[src/rtl/plic_pkg.sv]
// Shared PLIC definitions: claim FSM state encoding and width helpers.
package plic_pkg;

  typedef enum logic [1:0] {
    StIdle,
    StResp,
    StHold
  } claim_st_e;

  function automatic int unsigned pbits(input int unsigned priorities);
    return (priorities <= 2) ? 1 : $clog2(priorities);
  endfunction

  function automatic int unsigned idbits(input int unsigned sources);
    return $clog2(sources + 1);
  endfunction

endpackage

[src/rtl/plic_claim_ctrl_if.sv]
// Claim/complete bus between a PLIC target port and its requester.
interface plic_claim_ctrl_if #(
  parameter int unsigned IDBITS = 4
) ();

  logic              claim_rd;
  logic              claim_rdy;
  logic              claim_vld;
  logic [IDBITS-1:0] claim_id;
  logic              complete_wr;
  logic [IDBITS-1:0] complete_id;

  modport master (
    output claim_rd, complete_wr, complete_id,
    input  claim_rdy, claim_vld, claim_id
  );

  modport slave (
    input  claim_rd, complete_wr, complete_id,
    output claim_rdy, claim_vld, claim_id
  );

endinterface

[src/rtl/plic_prio_max.sv]
// Combinational highest-priority search; ties resolve to the lowest ID, ID 0 = none.
module plic_prio_max import plic_pkg::*; #(
  parameter int unsigned SOURCES = 8,
  parameter int unsigned PBITS   = 3,
  localparam int unsigned IDBITS = idbits(SOURCES)
) (
  input  logic [SOURCES-1:0]       req,
  input  logic [SOURCES*PBITS-1:0] prio,
  output logic [IDBITS-1:0]        best_id,
  output logic [PBITS-1:0]         best_pri
);

  // Strict compare keeps the earlier (lower) ID on ties; prio 0 never beats the zero seed.
  always_comb begin
    best_id  = '0;
    best_pri = '0;
    for (int unsigned i = 0; i < SOURCES; i++) begin
      if (req[i] && (prio[i*PBITS +: PBITS] > best_pri)) begin
        best_pri = prio[i*PBITS +: PBITS];
        best_id  = IDBITS'(i + 1);
      end
    end
  end

endmodule

[src/rtl/plic_claim_ctrl.sv]
// PLIC per-target claim/complete controller. Optional in-service tracking under
// PLIC_INSERVICE_CHK_EN (completes for IDs not currently claimed are dropped).
module plic_claim_ctrl import plic_pkg::*; #(
  parameter int unsigned SOURCES    = 8,
  parameter int unsigned PRIORITIES = 8,
  localparam int unsigned PBITS     = pbits(PRIORITIES),
  localparam int unsigned IDBITS    = idbits(SOURCES)
) (
  input  logic                     clk,
  input  logic                     rst_n,
  input  logic [SOURCES-1:0]       ip,
  input  logic [SOURCES-1:0]       ie,
  input  logic [SOURCES*PBITS-1:0] prio,
  input  logic [PBITS-1:0]         threshold,
  output logic                     eip,
  output logic [SOURCES-1:0]       claim,
  output logic [SOURCES-1:0]       complete,
  plic_claim_ctrl_if.slave         bus
);

  claim_st_e          state_q;
  logic               claim_vld_q;
  logic               eip_q;
  logic [IDBITS-1:0]  best_id_q;
  logic [PBITS-1:0]   best_pri_q;
  logic [SOURCES-1:0] complete_q;

  logic [IDBITS-1:0]  best_id_c;
  logic [PBITS-1:0]   best_pri_c;
  logic               claim_hit;
  logic [SOURCES-1:0] cmpl_oh;
  logic [SOURCES-1:0] cmpl_fwd;

  plic_prio_max #(
    .SOURCES (SOURCES),
    .PBITS   (PBITS)
  ) u_prio_max (
    .req      (ip & ie),
    .prio     (prio),
    .best_id  (best_id_c),
    .best_pri (best_pri_c)
  );

  // eip_q holds best_pri > threshold as sampled with the accepted claim.
  assign claim_hit = claim_vld_q && eip_q && (best_pri_q != '0);

  always_comb begin
    claim   = '0;
    cmpl_oh = '0;
    for (int unsigned i = 0; i < SOURCES; i++) begin
      claim[i]   = claim_hit && (best_id_q == IDBITS'(i + 1));
      cmpl_oh[i] = bus.complete_wr && (bus.complete_id == IDBITS'(i + 1));
    end
  end

`ifdef PLIC_INSERVICE_CHK_EN
  logic [SOURCES-1:0] inservice_q;

  assign cmpl_fwd = cmpl_oh & inservice_q;

  // Set after clear so a same-cycle claim of the completed ID wins.
  always_ff @(posedge clk) begin
    if (!rst_n) begin
      inservice_q <= '0;
    end else begin
      inservice_q <= (inservice_q & ~cmpl_oh) | claim;
    end
  end
`else
  assign cmpl_fwd = cmpl_oh;
`endif

  always_ff @(posedge clk) begin
    if (!rst_n) begin
      state_q     <= StIdle;
      claim_vld_q <= 1'b0;
      eip_q       <= 1'b0;
      best_id_q   <= '0;
      best_pri_q  <= '0;
      complete_q  <= '0;
    end else begin
      best_id_q   <= best_id_c;
      best_pri_q  <= best_pri_c;
      eip_q       <= (best_pri_c > threshold);
      complete_q  <= cmpl_fwd;
      claim_vld_q <= 1'b0;
      unique case (state_q)
        StIdle: begin
          if (bus.claim_rd) begin
            state_q     <= StResp;
            claim_vld_q <= 1'b1;
          end
        end
        StResp:  state_q <= StHold;
        StHold:  state_q <= StIdle;
        default: state_q <= StIdle;
      endcase
    end
  end

  assign eip           = eip_q;
  assign complete      = complete_q;
  assign bus.claim_rdy = (state_q == StIdle);
  assign bus.claim_vld = claim_vld_q;
  assign bus.claim_id  = claim_hit ? best_id_q : '0;

endmodule

[src/flat_wrapper.sv]
// flat-port wrapper written by rule: the top's interface ports become plain ports
module plic_claim_ctrl_flat import plic_pkg::*;
#(
  parameter int unsigned SOURCES    = 8,
  parameter int unsigned PRIORITIES = 8,
  localparam int unsigned PBITS     = pbits(PRIORITIES),
  localparam int unsigned IDBITS    = idbits(SOURCES)
)
  (clk, rst_n, ip, ie, prio, threshold, eip, claim, complete, bus_claim_rd, bus_complete_wr, bus_complete_id, bus_claim_rdy, bus_claim_vld, bus_claim_id);
  plic_claim_ctrl_if #(.IDBITS((4))) bus_i ();
  input  logic clk;
  input  logic rst_n;
  input  logic [SOURCES-1:0] ip;
  input  logic [SOURCES-1:0] ie;
  input  logic [SOURCES*PBITS-1:0] prio;
  input  logic [PBITS-1:0] threshold;
  output logic eip;
  output logic [SOURCES-1:0] claim;
  output logic [SOURCES-1:0] complete;
  input wire logic [$bits(bus_i.claim_rd)-1:0] bus_claim_rd;
  input wire logic [$bits(bus_i.complete_wr)-1:0] bus_complete_wr;
  input wire logic [$bits(bus_i.complete_id)-1:0] bus_complete_id;
  output wire logic [$bits(bus_i.claim_rdy)-1:0] bus_claim_rdy;
  output wire logic [$bits(bus_i.claim_vld)-1:0] bus_claim_vld;
  output wire logic [$bits(bus_i.claim_id)-1:0] bus_claim_id;
  assign bus_i.claim_rd = bus_claim_rd;
  assign bus_i.complete_wr = bus_complete_wr;
  assign bus_i.complete_id = bus_complete_id;
  assign bus_claim_rdy = bus_i.claim_rdy;
  assign bus_claim_vld = bus_i.claim_vld;
  assign bus_claim_id = bus_i.claim_id;
  plic_claim_ctrl #(.SOURCES(SOURCES), .PRIORITIES(PRIORITIES)) u_core (.clk(clk), .rst_n(rst_n), .ip(ip), .ie(ie), .prio(prio), .threshold(threshold), .eip(eip), .claim(claim), .complete(complete), .bus(bus_i));
endmodule
[config.mk]
export PLATFORM = sky130hd
export DESIGN_NAME = plic_claim_ctrl_flat
export DESIGN_NICKNAME = d
export VERILOG_FILES = /design/src/rtl/plic_pkg.sv /design/src/rtl/plic_claim_ctrl_if.sv /design/src/rtl/plic_prio_max.sv /design/src/rtl/plic_claim_ctrl.sv /design/src/flat_wrapper.sv
export SDC_FILE = /design/constraint.sdc
export NUM_CORES = 1
export LEC_CHECK = 0
export ABC_AREA = 1
export BUFFER_PORTS_ARGS = -buffer_cell sky130_fd_sc_hd__buf_4
export CELL_PAD_IN_SITES_DETAIL_PLACEMENT = 0
export CELL_PAD_IN_SITES_GLOBAL_PLACEMENT = 2
export CORE_ASPECT_RATIO = 1.4
export CORE_MARGIN = 10
export CORE_UTILIZATION = 25
export DETAILED_ROUTE_END_ITERATION = 10
export PLACE_DENSITY_LB_ADDON = 0.12
export SYNTH_ARGS = -nofsm -noshare
export SYNTH_HDL_FRONTEND = slang
export SYNTH_SLANG_ARGS = --single-unit
[constraint.sdc]
create_clock -name clk -period 10.12 [get_ports clk]
set_input_delay 0.506 -clock clk [delete_from_list [all_inputs] [get_ports clk]]
set_output_delay 0.506 -clock clk [all_outputs]
set_load 0.005 [all_outputs]
==> impl_metrics.json <==
{
  "run_status": "finished, final reports clean",
  "cts_root_buf": "clkbuf_8",
  "pre_cts_ws_ns": 0.910,
  "area_delta_synth_final_pct": 39.6,
  "cts_tree": "done",
  "total_power_uw": 257,
  "hp-class": "reg -> reg",
  "crit_required_ns": 10.28,
  "clk_pin_slew_ns": 0.06,
  "grt_start_max_net_pins": 13,
  "port_buffers": 73,
  "crit_family": "simple AND/OR/NAND/NOR gates",
  "dpl.hpwl_um": 4570,
  "worst_pin_slew_ns": 0.491,
  "maxCapViolCount": 0,
  "ir_worst_vdd_mv": 0.0377,
  "cp.depth": 54,
  "nNetsFinal": 412,
  "htreeDepth": 1,
  "hold_ws_ns": 0.412,
  "fin_util_pct": 35.9,
  "start_util_pct": 25.7,
  "register_area_um2": 380,
  "min_path_cells": 1,
  "numClockSinks": 19,
  "seq_area_frac_synth_pct": 21.0,
  "period_needed_ns": 8.74,
  "slew_headroom_pct": 66.9,
  "syn_nets": 334,
  "critPathCaptureType": "flip-flop",
  "fin_setup_tns_ns": 0,
  "die_x_um": 91.9,
  "synth_warnings": 0,
  "period_share_pct": 86.4,
  "hold_viol": 0,
  "clock_path_buffers": 2,
  "ctsHoldBuffers": 0,
  "drv_slew": 0,
  "post_cts_buffers": 0,
  "finClkSkew_ns": 0.000461,
  "grt_pass1_vias": 2011,
  "track_usage_pct": 9.09,
  "synth_cell_types": 34,
  "wl_per_cell_um": 11.2,
  "synth_area_per_cell_um2": 6.75,
  "wirelength_um": 4920,
  "p_leak_nw": 1.39,
  "ys_seq_elements": 19,
  "slowest_delay_ns": 0.42,
  "reg2regPathDepth": 3,
  "antenna_left": 0,
  "drt_iter0_markers": 37,
  "startpoint_type": "primary input",
  "crit_start": "ip[0]",
  "numCtsBuffers": 3,
  "fill_cells": 810,
  "drc_errors": 0,
  "die_area_um2": 11100,
  "antenna_found_initial": 0,
  "via_per_inst": 4.24,
  "die_y_um": 121,
  "p_per_area_nw_per_um2": 102,
  "setup_viol": 0,
  "cp_slowest_cell": "o21ai_0",
  "critPathMostFrequentCell": "ha_1",
  "critical_path_peak_fanout": 8,
  "fmax_mhz": 114,
  "first_pass_iters": 4,
  "grt-ovfl-total": 0,
  "fp.coreArea_um2": 7030,
  "arrival_ns": 8.90,
  "synthCells": 268,
  "critical_path_buf_inv_count": 5,
  "rows": 36,
  "multi_input_area_um2": 1240,
  "rsz0062_at_grt": "false",
  "grt_pass1_wl_um": 8650,
  "via_count": 1865,
  "r2r-start": "u_core.state_q[0]",
  "ctsResizeCount": 0,
  "setup_ws_ns": 1.38,
  "io_pins": 74,
  "min_from": "u_core.state_q[1]",
  "final_layout_size_suffix_gt1_share_pct": 38.6,
  "clk-insertion-delay-late_ns": 0.25,
  "critical_path_class": "in -> reg",
  "syn-cell-area_um2": 1810,
  "antennaDiodeCount": 0,
  "gp_congestion": 0.800
}
[worst register-to-register path: cells and delay by family, from the launching register on]
family / cells / cell delay [ns]
flip-flops: 1 / 0.31
AND/OR/NAND/NOR: 3 / 0.33
[sequential cells by signal, summed over array words and instances, names as in the netlist]
register              cells
u_core.best_id_q          4
u_core.best_pri_q         3
u_core.bus.claim_vld      1
u_core.complete           8
u_core.eip                1
u_core.state_q            2
[final cells by class]
cell class,count,area share [%]
Timing Repair Buffer,74,22.0
Multi-Input combinational cell,199,49.1
Clock buffer,4,1.78
Sequential cell,19,15.1
Inverter,49,7.33
Tap cell,95,4.71
[cell families (layout without fill, tap and decap cells)]
family / Yosys count / in the layout / share of synthesized area, %
simple gates: 159 / 159 / 48.5
buf+inv: 50 / 127 / 10.4
compound gates: 25 / 25 / 9.68
flops: 19 / 19 / 21.0
fa+ha+maj: 15 / 15 / 10.4
[final timing paths]
| kind | slack [ns] | endpoint |
|---|---|---|
| setup reg to reg | 9.42 | u_core.state_q[0] |
| hold reg to reg | 0.41 | u_core.state_q[1] |
| setup / recovery | 1.38 | u_core.eip |
| hold / removal | 0.41 | u_core.state_q[1] |
[stage by stage]
| step | instance area (um^2) | cells |
|---|---|---|
| detailed placement | 2480 | 436 |
| floorplan | 1810 | 268 |
| finish | 2520 | 440 |
| global route | 2520 | 440 |
| global placement | 2480 | 436 |
| CTS | 2520 | 440 |
[per-layer routing]
metal	track usage (%)	up-vias	share of wire, %
li1	-	1016	-
met1	9.11	796	38
met2	17.2	48	52
met3	2.97	5	8.1
met4	2.80	0	1.3
met5	0	-	0
[cells in the mapped netlist]
cell type | number | share of area (%)
and2_1 | 1 | 0.35
nand3_2 | 10 | 5.5
nor4_1 | 7 | 2.4
o21ai_1 | 1 | 0.28
a21oi_2 | 2 | 0.97
nor2_4 | 1 | 0.62
a21boi_0 | 1 | 0.42
or2_2 | 4 | 1.4
nand3b_1 | 1 | 0.42
nand4_1 | 2 | 0.69
inv_2 | 6 | 1.2
a21oi_1 | 4 | 1.1
a311oi_1 | 1 | 0.48
nor2_2 | 2 | 0.69
nand3_1 | 21 | 5.8
a211oi_1 | 1 | 0.42
nand2_1 | 54 | 11
a21oi_4 | 1 | 0.90
nand2_4 | 7 | 4.4
clkbuf_1 | 1 | 0.21
nor2_1 | 26 | 5.4
nor3_1 | 3 | 0.83
dfxtp_1 | 19 | 21
clkinv_2 | 1 | 0.28
nand3_4 | 3 | 2.9
o21ai_0 | 8 | 2.2
o31ai_1 | 1 | 0.42
nand2_2 | 17 | 5.9
o21bai_2 | 1 | 0.62
o311ai_0 | 1 | 0.48
inv_1 | 42 | 8.7
o31ai_2 | 1 | 0.69
a31oi_1 | 2 | 0.69
ha_1 | 15 | 10
[cells in the final DEF (no fill, tap or decap), types with 3 or more instances in the layout]
| cell | instances |
|---|---|
| a21oi_1 | 4 |
| buf_4 | 74 |
| clkbuf_8 | 3 |
| dfxtp_1 | 19 |
| ha_1 | 15 |
| inv_1 | 42 |
| inv_2 | 6 |
| nand2_1 | 54 |
| nand2_2 | 17 |
| nand2_4 | 7 |
| nand3_1 | 21 |
| nand3_2 | 10 |
| nand3_4 | 3 |
| nor2_1 | 26 |
| nor3_1 | 3 |
| nor4_1 | 7 |
| o21ai_0 | 8 |
| or2_2 | 4 |
[power by group]
group / internal (mW) / switching, mW
clock network: 0.0280 / 0.0233
registers: 0.0810 / 0.00261
logic: 0.0525 / 0.0694
total: 0.162 / 0.0953
Note: power is estimated with default switching activity, not from simulation.
